File: config.mk
export PLATFORM = sky130hd
export DESIGN_NAME = issue_sched_flat
export DESIGN_NICKNAME = d
export VERILOG_FILES = /design/src/rtl/issue_sched_pkg.sv /design/src/rtl/issue_sched_if.sv /design/src/rtl/issue_sched_rr_arbiter.sv /design/src/rtl/issue_sched.sv /design/src/flat_wrapper.sv
export SDC_FILE = /design/constraint.sdc
export NUM_CORES = 1
export LEC_CHECK = 0
export ABC_AREA = 1
export CAP_MARGIN = 10
export CORE_MARGIN = 5
export CORE_UTILIZATION = 40
export DETAILED_ROUTE_END_ITERATION = 16
export MAX_ROUTING_LAYER = met4
export PLACE_DENSITY = 0.73
export SLEW_MARGIN = 5
export SYNTH_ARGS = -nofsm -noshare
export SYNTH_HDL_FRONTEND = slang
export SYNTH_SLANG_ARGS = --single-unit
export TNS_END_PERCENT = 1
File: constraint.sdc
create_clock -name clk_i -period 3.25 [get_ports clk_i]
set_clock_uncertainty 0.1 [all_clocks]
set_input_delay 0.65 -clock clk_i [delete_from_list [all_inputs] [get_ports clk_i]]
set_output_delay 0.65 -clock clk_i [all_outputs]
set_load 0.05 [all_outputs]
File: src/rtl/issue_sched_pkg.sv
// sched_pkg: shared types and defaults for the issue scheduler.
//   fu_e            - functional-unit code carried on req_fu_i
//   TAG_W           - physical destination tag width
//   DEF_NUM_ENTRIES - default reservation-station entry count
//   DEF_MUL_LAT     - default multiplier latency (issue to CDB)
//   NUM_FU          - number of arbitrated FUs (ALU, MUL, LSU)
package sched_pkg;

  typedef enum logic [1:0] {
    FU_ALU  = 2'd0,
    FU_MUL  = 2'd1,
    FU_LSU  = 2'd2,
    FU_NONE = 2'd3
  } fu_e;

  localparam int TAG_W           = 5;
  localparam int DEF_NUM_ENTRIES = 4;
  localparam int DEF_MUL_LAT     = 3;
  localparam int NUM_FU          = 3;

endpackage

File: src/rtl/issue_sched_if.sv
// issue_sched_if: request/grant and CDB bundle of the issue scheduler.
//   master - reservation station / LSU side (drives requests, readies, flush)
//   slave  - scheduler side (drives grants, CDB, mul_busy)
interface issue_sched_if #(
  parameter int NUM_ENTRIES = sched_pkg::DEF_NUM_ENTRIES
);
  localparam int TW = sched_pkg::TAG_W;

  logic [NUM_ENTRIES-1:0]         req_valid_i;
  logic [NUM_ENTRIES-1:0][1:0]    req_fu_i;
  logic [NUM_ENTRIES-1:0][TW-1:0] req_tag_i;
  logic                           alu_ready_i;
  logic                           lsu_ready_i;
  logic                           lsu_wb_req_i;
  logic [TW-1:0]                  lsu_wb_tag_i;
  logic                           flush_i;

  logic [NUM_ENTRIES-1:0]         alu_gnt_o;
  logic [NUM_ENTRIES-1:0]         mul_gnt_o;
  logic [NUM_ENTRIES-1:0]         lsu_gnt_o;
  logic                           lsu_wb_gnt_o;
  logic                           cdb_en_o;
  logic [TW-1:0]                  cdb_tag_o;
  logic                           mul_busy_o;

  modport master (
    output req_valid_i, req_fu_i, req_tag_i, alu_ready_i, lsu_ready_i,
           lsu_wb_req_i, lsu_wb_tag_i, flush_i,
    input  alu_gnt_o, mul_gnt_o, lsu_gnt_o, lsu_wb_gnt_o, cdb_en_o,
           cdb_tag_o, mul_busy_o
  );

  modport slave (
    input  req_valid_i, req_fu_i, req_tag_i, alu_ready_i, lsu_ready_i,
           lsu_wb_req_i, lsu_wb_tag_i, flush_i,
    output alu_gnt_o, mul_gnt_o, lsu_gnt_o, lsu_wb_gnt_o, cdb_en_o,
           cdb_tag_o, mul_busy_o
  );

endinterface

File: src/rtl/issue_sched_rr_arbiter.sv
// rr_arbiter: N-way round-robin arbiter with internal pointer.
//   clk_i, reset_ni - clock, synchronous active-low reset
//   req             - request vector
//   en              - grant enable; when low no grant and pointer holds
//   gnt             - one-hot-or-zero grant (combinational)
// The search starts at the pointer; after a grant the pointer moves to
// the slot just past the winner so it gets lowest priority next time.
module rr_arbiter #(
  parameter int N = 4
) (
  input  logic         clk_i,
  input  logic         reset_ni,
  input  logic [N-1:0] req,
  input  logic         en,
  output logic [N-1:0] gnt
);

  localparam int IDX_W = (N > 1) ? $clog2(N) : 1;

  logic [IDX_W-1:0] ptr;
  logic [IDX_W-1:0] nxt;
  logic [IDX_W-1:0] idx;
  logic             hit;

  always_comb begin
    gnt = '0;
    hit = 1'b0;
    nxt = ptr;
    idx = '0;
    for (int k = 0; k < N; k++) begin
      idx = IDX_W'((int'(ptr) + k) % N);
      if (!hit && en && req[idx]) begin
        gnt[idx] = 1'b1;
        hit      = 1'b1;
        nxt      = IDX_W'((int'(ptr) + k + 1) % N);
      end
    end
  end

  always_ff @(posedge clk_i) begin
    if (!reset_ni)  ptr <= '0;
    else if (hit)   ptr <= nxt;
  end

endmodule

File: src/rtl/issue_sched.sv
// issue_sched: per-FU round-robin issue arbitration plus CDB arbitration.
//   clk_i, reset_ni - clock, synchronous active-low reset
//   bus (slave)     - per-entry requests (valid/fu/tag), ALU/LSU ready,
//                     LSU writeback request, flush; per-FU one-hot grants,
//                     LSU writeback grant, CDB enable/tag, multiplier busy
// ALU results broadcast the cycle after issue; the multiplier broadcasts
// MUL_LAT cycles after issue. ALU issue is held off in the one cycle whose
// ALU broadcast would collide with the multiplier's, so the CDB only ever
// arbitrates between one fixed-latency result and the LSU.
module issue_sched import sched_pkg::*; #(
  parameter int NUM_ENTRIES = DEF_NUM_ENTRIES,
  parameter int MUL_LAT     = DEF_MUL_LAT
) (
  input  logic          clk_i,
  input  logic          reset_ni,
  issue_sched_if.slave  bus
);

  localparam int CNT_W = ($clog2(MUL_LAT + 1) < 2) ? 2 : $clog2(MUL_LAT + 1);

  logic [NUM_FU-1:0][NUM_ENTRIES-1:0] fu_req;
  logic [NUM_FU-1:0][NUM_ENTRIES-1:0] fu_gnt;
  logic [NUM_FU-1:0]                  fu_en;

  logic [CNT_W-1:0] mul_cnt;
  logic [TAG_W-1:0] mul_tag;
  logic [TAG_W-1:0] alu_tag;
  logic             alu_pend;

  logic [TAG_W-1:0] mul_tag_in;
  logic [TAG_W-1:0] alu_tag_in;
  logic             go;
  logic             mul_issue;
  logic             alu_issue;
  logic             alu_conflict;
  logic             mul_done;
  logic             alu_out;
  logic             lsu_win;

  // Nothing issues or broadcasts from the pipeline during reset or flush.
  assign go = reset_ni && !bus.flush_i;

  // One arbiter per FU; an entry only requests the FU its code names, so
  // code 3 (FU_NONE) never reaches any arbiter.
  for (genvar f = 0; f < NUM_FU; f++) begin : g_fu
    for (genvar e = 0; e < NUM_ENTRIES; e++) begin : g_ent
      assign fu_req[f][e] = bus.req_valid_i[e] && (bus.req_fu_i[e] == 2'(f));
    end
    rr_arbiter #(.N(NUM_ENTRIES)) u_arb (
      .clk_i    (clk_i),
      .reset_ni (reset_ni),
      .req      (fu_req[f]),
      .en       (fu_en[f]),
      .gnt      (fu_gnt[f])
    );
  end

  assign mul_issue = |fu_gnt[FU_MUL];
  assign alu_issue = |fu_gnt[FU_ALU];

  // Counter at 2 means the multiplier broadcasts next cycle, which is when
  // an ALU issued now would also broadcast. With a 1-cycle multiplier the
  // collision is with a MUL issued in the same cycle instead.
  assign alu_conflict = (int'(mul_cnt) == 2) || ((MUL_LAT == 1) && mul_issue);

  assign fu_en[FU_ALU] = go && bus.alu_ready_i && !alu_conflict;
  assign fu_en[FU_MUL] = go && (mul_cnt == '0);
  assign fu_en[FU_LSU] = go && bus.lsu_ready_i;

  // Grants are one-hot, so OR-ing the masked tags selects the winner's tag.
  always_comb begin
    mul_tag_in = '0;
    alu_tag_in = '0;
    for (int e = 0; e < NUM_ENTRIES; e++) begin
      if (fu_gnt[FU_MUL][e]) mul_tag_in = mul_tag_in | bus.req_tag_i[e];
      if (fu_gnt[FU_ALU][e]) alu_tag_in = alu_tag_in | bus.req_tag_i[e];
    end
  end

  always_ff @(posedge clk_i) begin
    if (!reset_ni) begin
      mul_cnt  <= '0;
      mul_tag  <= '0;
      alu_tag  <= '0;
      alu_pend <= 1'b0;
    end else if (bus.flush_i) begin
      mul_cnt  <= '0;
      alu_pend <= 1'b0;
    end else begin
      if (mul_issue) begin
        mul_cnt <= CNT_W'(MUL_LAT);
        mul_tag <= mul_tag_in;
      end else if (mul_cnt != '0) begin
        mul_cnt <= mul_cnt - CNT_W'(1);
      end
      alu_pend <= alu_issue;
      if (alu_issue) alu_tag <= alu_tag_in;
    end
  end

  // CDB: MUL completion > pending ALU > LSU writeback. A flush kills the
  // in-flight pipeline results but the LSU may still write back.
  assign mul_done = go && (mul_cnt == CNT_W'(1));
  assign alu_out  = go && alu_pend;
  assign lsu_win  = reset_ni && bus.lsu_wb_req_i && !mul_done && !alu_out;

  always_comb begin
    bus.cdb_en_o  = 1'b0;
    bus.cdb_tag_o = '0;
    if (mul_done) begin
      bus.cdb_en_o  = 1'b1;
      bus.cdb_tag_o = mul_tag;
    end else if (alu_out) begin
      bus.cdb_en_o  = 1'b1;
      bus.cdb_tag_o = alu_tag;
    end else if (lsu_win) begin
      bus.cdb_en_o  = 1'b1;
      bus.cdb_tag_o = bus.lsu_wb_tag_i;
    end
  end

  assign bus.alu_gnt_o    = fu_gnt[FU_ALU];
  assign bus.mul_gnt_o    = fu_gnt[FU_MUL];
  assign bus.lsu_gnt_o    = fu_gnt[FU_LSU];
  assign bus.lsu_wb_gnt_o = lsu_win;
  assign bus.mul_busy_o   = reset_ni && (mul_cnt != '0);

endmodule

File: src/flat_wrapper.sv
// flat-port wrapper written by rule: the top's interface ports become plain ports
module issue_sched_flat import sched_pkg::*;
#(
  parameter int NUM_ENTRIES = DEF_NUM_ENTRIES,
  parameter int MUL_LAT     = DEF_MUL_LAT
)
  (clk_i, reset_ni, bus_req_valid_i, bus_req_fu_i, bus_req_tag_i, bus_alu_ready_i, bus_lsu_ready_i, bus_lsu_wb_req_i, bus_lsu_wb_tag_i, bus_flush_i, bus_alu_gnt_o, bus_mul_gnt_o, bus_lsu_gnt_o, bus_lsu_wb_gnt_o, bus_cdb_en_o, bus_cdb_tag_o, bus_mul_busy_o);
  issue_sched_if #(.NUM_ENTRIES(NUM_ENTRIES)) bus_i ();
  input  logic clk_i;
  input  logic reset_ni;
  input wire logic [$bits(bus_i.req_valid_i)-1:0] bus_req_valid_i;
  input wire logic [$bits(bus_i.req_fu_i)-1:0] bus_req_fu_i;
  input wire logic [$bits(bus_i.req_tag_i)-1:0] bus_req_tag_i;
  input wire logic [$bits(bus_i.alu_ready_i)-1:0] bus_alu_ready_i;
  input wire logic [$bits(bus_i.lsu_ready_i)-1:0] bus_lsu_ready_i;
  input wire logic [$bits(bus_i.lsu_wb_req_i)-1:0] bus_lsu_wb_req_i;
  input wire logic [$bits(bus_i.lsu_wb_tag_i)-1:0] bus_lsu_wb_tag_i;
  input wire logic [$bits(bus_i.flush_i)-1:0] bus_flush_i;
  output wire logic [$bits(bus_i.alu_gnt_o)-1:0] bus_alu_gnt_o;
  output wire logic [$bits(bus_i.mul_gnt_o)-1:0] bus_mul_gnt_o;
  output wire logic [$bits(bus_i.lsu_gnt_o)-1:0] bus_lsu_gnt_o;
  output wire logic [$bits(bus_i.lsu_wb_gnt_o)-1:0] bus_lsu_wb_gnt_o;
  output wire logic [$bits(bus_i.cdb_en_o)-1:0] bus_cdb_en_o;
  output wire logic [$bits(bus_i.cdb_tag_o)-1:0] bus_cdb_tag_o;
  output wire logic [$bits(bus_i.mul_busy_o)-1:0] bus_mul_busy_o;
  assign bus_i.req_valid_i = bus_req_valid_i;
  assign bus_i.req_fu_i = bus_req_fu_i;
  assign bus_i.req_tag_i = bus_req_tag_i;
  assign bus_i.alu_ready_i = bus_alu_ready_i;
  assign bus_i.lsu_ready_i = bus_lsu_ready_i;
  assign bus_i.lsu_wb_req_i = bus_lsu_wb_req_i;
  assign bus_i.lsu_wb_tag_i = bus_lsu_wb_tag_i;
  assign bus_i.flush_i = bus_flush_i;
  assign bus_alu_gnt_o = bus_i.alu_gnt_o;
  assign bus_mul_gnt_o = bus_i.mul_gnt_o;
  assign bus_lsu_gnt_o = bus_i.lsu_gnt_o;
  assign bus_lsu_wb_gnt_o = bus_i.lsu_wb_gnt_o;
  assign bus_cdb_en_o = bus_i.cdb_en_o;
  assign bus_cdb_tag_o = bus_i.cdb_tag_o;
  assign bus_mul_busy_o = bus_i.mul_busy_o;
  issue_sched #(.NUM_ENTRIES(NUM_ENTRIES), .MUL_LAT(MUL_LAT)) u_core (.clk_i(clk_i), .reset_ni(reset_ni), .bus(bus_i));
endmodule
==> impl_metrics.env <==
export IMPL_status="finished clean"
export IMPL_slew_violations=0
export IMPL_grt_pass1_vias=3127
export IMPL_die_x_um=88.74
export IMPL_leakagePower_uw=0.002007
export IMPL_layout_common_cells="nand2_1, buf_4, nand3_1"
export IMPL_hold_slack_ps=386.2
export IMPL_vias=3192
export IMPL_clk_path_buf_depth=2
export IMPL_place_congestion=0.9474
export IMPL_core_area_sq_um=5991
export IMPL_num_rows=28
export IMPL_hpwl_um=6440
export IMPL_synthMuxAreaShare=0
export IMPL_yosys_area_share_adder=0.1160
export IMPL_p_seq_frac=0.202
export IMPL_htreeDepth=1
export IMPL_fin_util=0.6681
export IMPL_fin_crit_ps=3141
export IMPL_final_instance_count_excl_fill=618
export IMPL_overflow=0
export IMPL_diodes=0
export IMPL_cts_inserted_buffers=3
export IMPL_layout_commonest_cell="nand2_1"
export IMPL_ctsHoldBuffers=0
export IMPL_p_int_uw=837.2
export IMPL_hold_viol_final=0
export IMPL_setup_viol=0
export IMPL_max_freq_mhz=318.4
export IMPL_wl_per_cell_um=13.21
export IMPL_endpoint_kind="output pin"
export IMPL_rr_startpoint="u_core.g_fu[0].u_arb.ptr[1]"
export IMPL_rsz0062_at_grt="false"
export IMPL_io_buffers=62
export IMPL_area_growth_pct=61.40
export IMPL_ys_ff_latch=19
export IMPL_cts_sink_count=19
export IMPL_synth_nets=496
export IMPL_worst_path_max_fanout=4
export IMPL_ys_seq_area_frac=0.1534
export IMPL_die_area_sq_um=7875
export IMPL_synth_compound_area_frac=0.1307
export IMPL_drt_first_pass_iters=4
export IMPL_syn_inst=430
export IMPL_synth_xor_area_frac=0.003532
export IMPL_drive_gt1_frac=0.2597
export IMPL_placed_cells=606
export IMPL_final_area_sq_um=4003
export IMPL_yosys_warnings=0
export IMPL_ios=63
export IMPL_drc=0
export IMPL_synth_top_family_by_area="simple AND/OR/NAND/NOR gates"
export IMPL_sw_frac_of_total=0.4800
export IMPL_power_uw=1610
export IMPL_yosys_area_share_simple=0.5262
export IMPL_routed_wl_um=8162
export IMPL_grt_start_max_net_pins=13
export IMPL_synthArstFlopShare=0
export IMPL_netlist_area_sq_um=2480
export IMPL_maxCapViolations=0
export IMPL_ant_nets=0
export IMPL_die_y_um=88.74
export IMPL_critPathKind="in -> out"
export IMPL_relSlewSlack=0.7621
export IMPL_irDropWorstVdd_uv=277.4
export IMPL_cp_required_ps=2500
export IMPL_synth_edff_count=0
export IMPL_finalCritPeriodShare=0.9663
export IMPL_antenna_found_initial=0
export IMPL_synth_ff_type="dfxtp_1"
export IMPL_combPwrFrac=0.697
export IMPL_start_kind="input port"
export IMPL_clk_pin_slew_ps=70
export IMPL_drtIter0Drc=182
export IMPL_clk_insertion_delay_late_ps=250
export IMPL_crit_path_start="reset_ni"
export IMPL_grt_use_total=0.2124
export IMPL_cp_arrival_ps=2390
export IMPL_start_util=0.4140
export IMPL_grt_pass1_wl_um=13330
export IMPL_vias_per_cell=5.165
export IMPL_synth_cell_types=34
export IMPL_switchingPower_uw=772.8
export IMPL_fin_nets=610
export IMPL_worst_pin_slew_ps=355.7
export IMPL_dpl_instance_area_sq_um=3700
export IMPL_cts_root_buffer="clkbuf_8"
export IMPL_pwr_share_clk=0.101
export IMPL_power_density_nw_per_um2=402.2
export IMPL_avgSynthCellArea_sq_um=5.767
export IMPL_cts_tree="yes"
export IMPL_holdCritPathClass="reg -> reg"
export IMPL_hold_start="u_core.mul_tag[4]"
==> routing by layer <==
| layer | part of all wire | vias to the layer above | track usage | routed length (um) |
|---|---|---|---|---|
| li1 | - | 1644 | - | - |
| met3 | 0.042 | 9 | 0.01397 | 344 |
| met1 | 0.43 | 1470 | 0.2610 | 3529 |
| met5 | 0 | - | - | 0 |
| met2 | 0.52 | 69 | 0.3765 | 4216 |
| met4 | 0.0088 | 0 | 0.05082 | 72 |
==> kinds of logic after synthesis <==
kind of cell	count (synthesis)
xor gates and xnor gates	1
AOI/OAI and AO/OA	58
DFF	19
and+or+nand+nor	283
adders and majority gates	23
buffers and inverters	46
==> through the flow <==
| step | setup WS, ps | setup TNS (ps) |
|---|---|---|
| after CTS | 3.039 | 0 |
| after global routing | 14.25 | 0 |
| after detailed placement | -284.7 | -837.0 |
| after global placement | -208.0 | -557.6 |
| after floorplan | -337.6 | -1787 |
| final | 109.4 | 0 |
==> path summary, 6_finish.rpt <==
check / endpoint / depth (start not counted) / slack, ps
setup reg to reg: u_core.alu_tag[1] / 13 / 660
hold / removal: u_core.mul_tag[4] / 2 / 390
setup / recovery: bus_lsu_gnt_o[1] / 11 / 110
hold reg to reg: u_core.mul_tag[4] / 2 / 390
==> power groups by stage <==
| stage | combinational, uW | sequential (uW) | clock, uW |
|---|---|---|---|
| finish | 1120 | 326 | 162 |
| global route | 1230 | 333 | 174 |
| CTS | 1070 | 324 | 162 |
| detailed placement | 1060 | 328 | 0 |
| global placement | 1040 | 327 | 0 |
| floorplan | 632 | 334 | 0 |
==> state kept, by name, indices dropped and copies added (netlist names) <==
name	cells
u_core.alu_tag	5
u_core.alu_pend	1
u_core.mul_cnt	2
u_core.g_fu.u_arb.ptr	6
u_core.mul_tag	5
==> synth_stat cells (all sizes together), types with 3 or more instances <==
| cell type | number | area (sq um) |
|---|---|---|
| nor3 | 4 | 36.29 |
| o21ai | 21 | 105.1 |
| nand3 | 54 | 312.8 |
| ha | 23 | 287.8 |
| dfxtp | 19 | 380.4 |
| a21oi | 20 | 100.1 |
| a31oi | 7 | 43.79 |
| nand2 | 156 | 595.6 |
| nor2 | 52 | 251.5 |
| o211ai | 3 | 22.52 |
| inv | 43 | 161.4 |
| nand4 | 11 | 68.82 |
==> worst max-delay path, stage by stage <==
cell	delay (ps)
clkdlybuf4s50_1	500
inv_2	60
nor2_4	100
nand2_1	160
nor2_4	210
inv_2	80
buf_4	140
o22ai_1	160
a21oi_1	80
o21ai_2	90
buf_12	150
==> what timing repair did <==
item,CTS,global route
setup buffers,1,7
endpoints found under the setup margin,4,12
resized for setup,25,45
pin swaps,7,22
==> final cells by class <==
| cell class | count | area [sq um] |
|---|---|---|
| multi-input combinational | 365 | 2102 |
| fill | 510 | 1988 |
| timing repair buffer | 111 | 1211 |
| sequential | 19 | 380.4 |
| inverter | 44 | 168.9 |
| tap | 75 | 93.84 |
| clock buffer | 3 | 41.29 |
| clock inverter | 1 | 5.005 |
(Power assumes the default switching activity.)
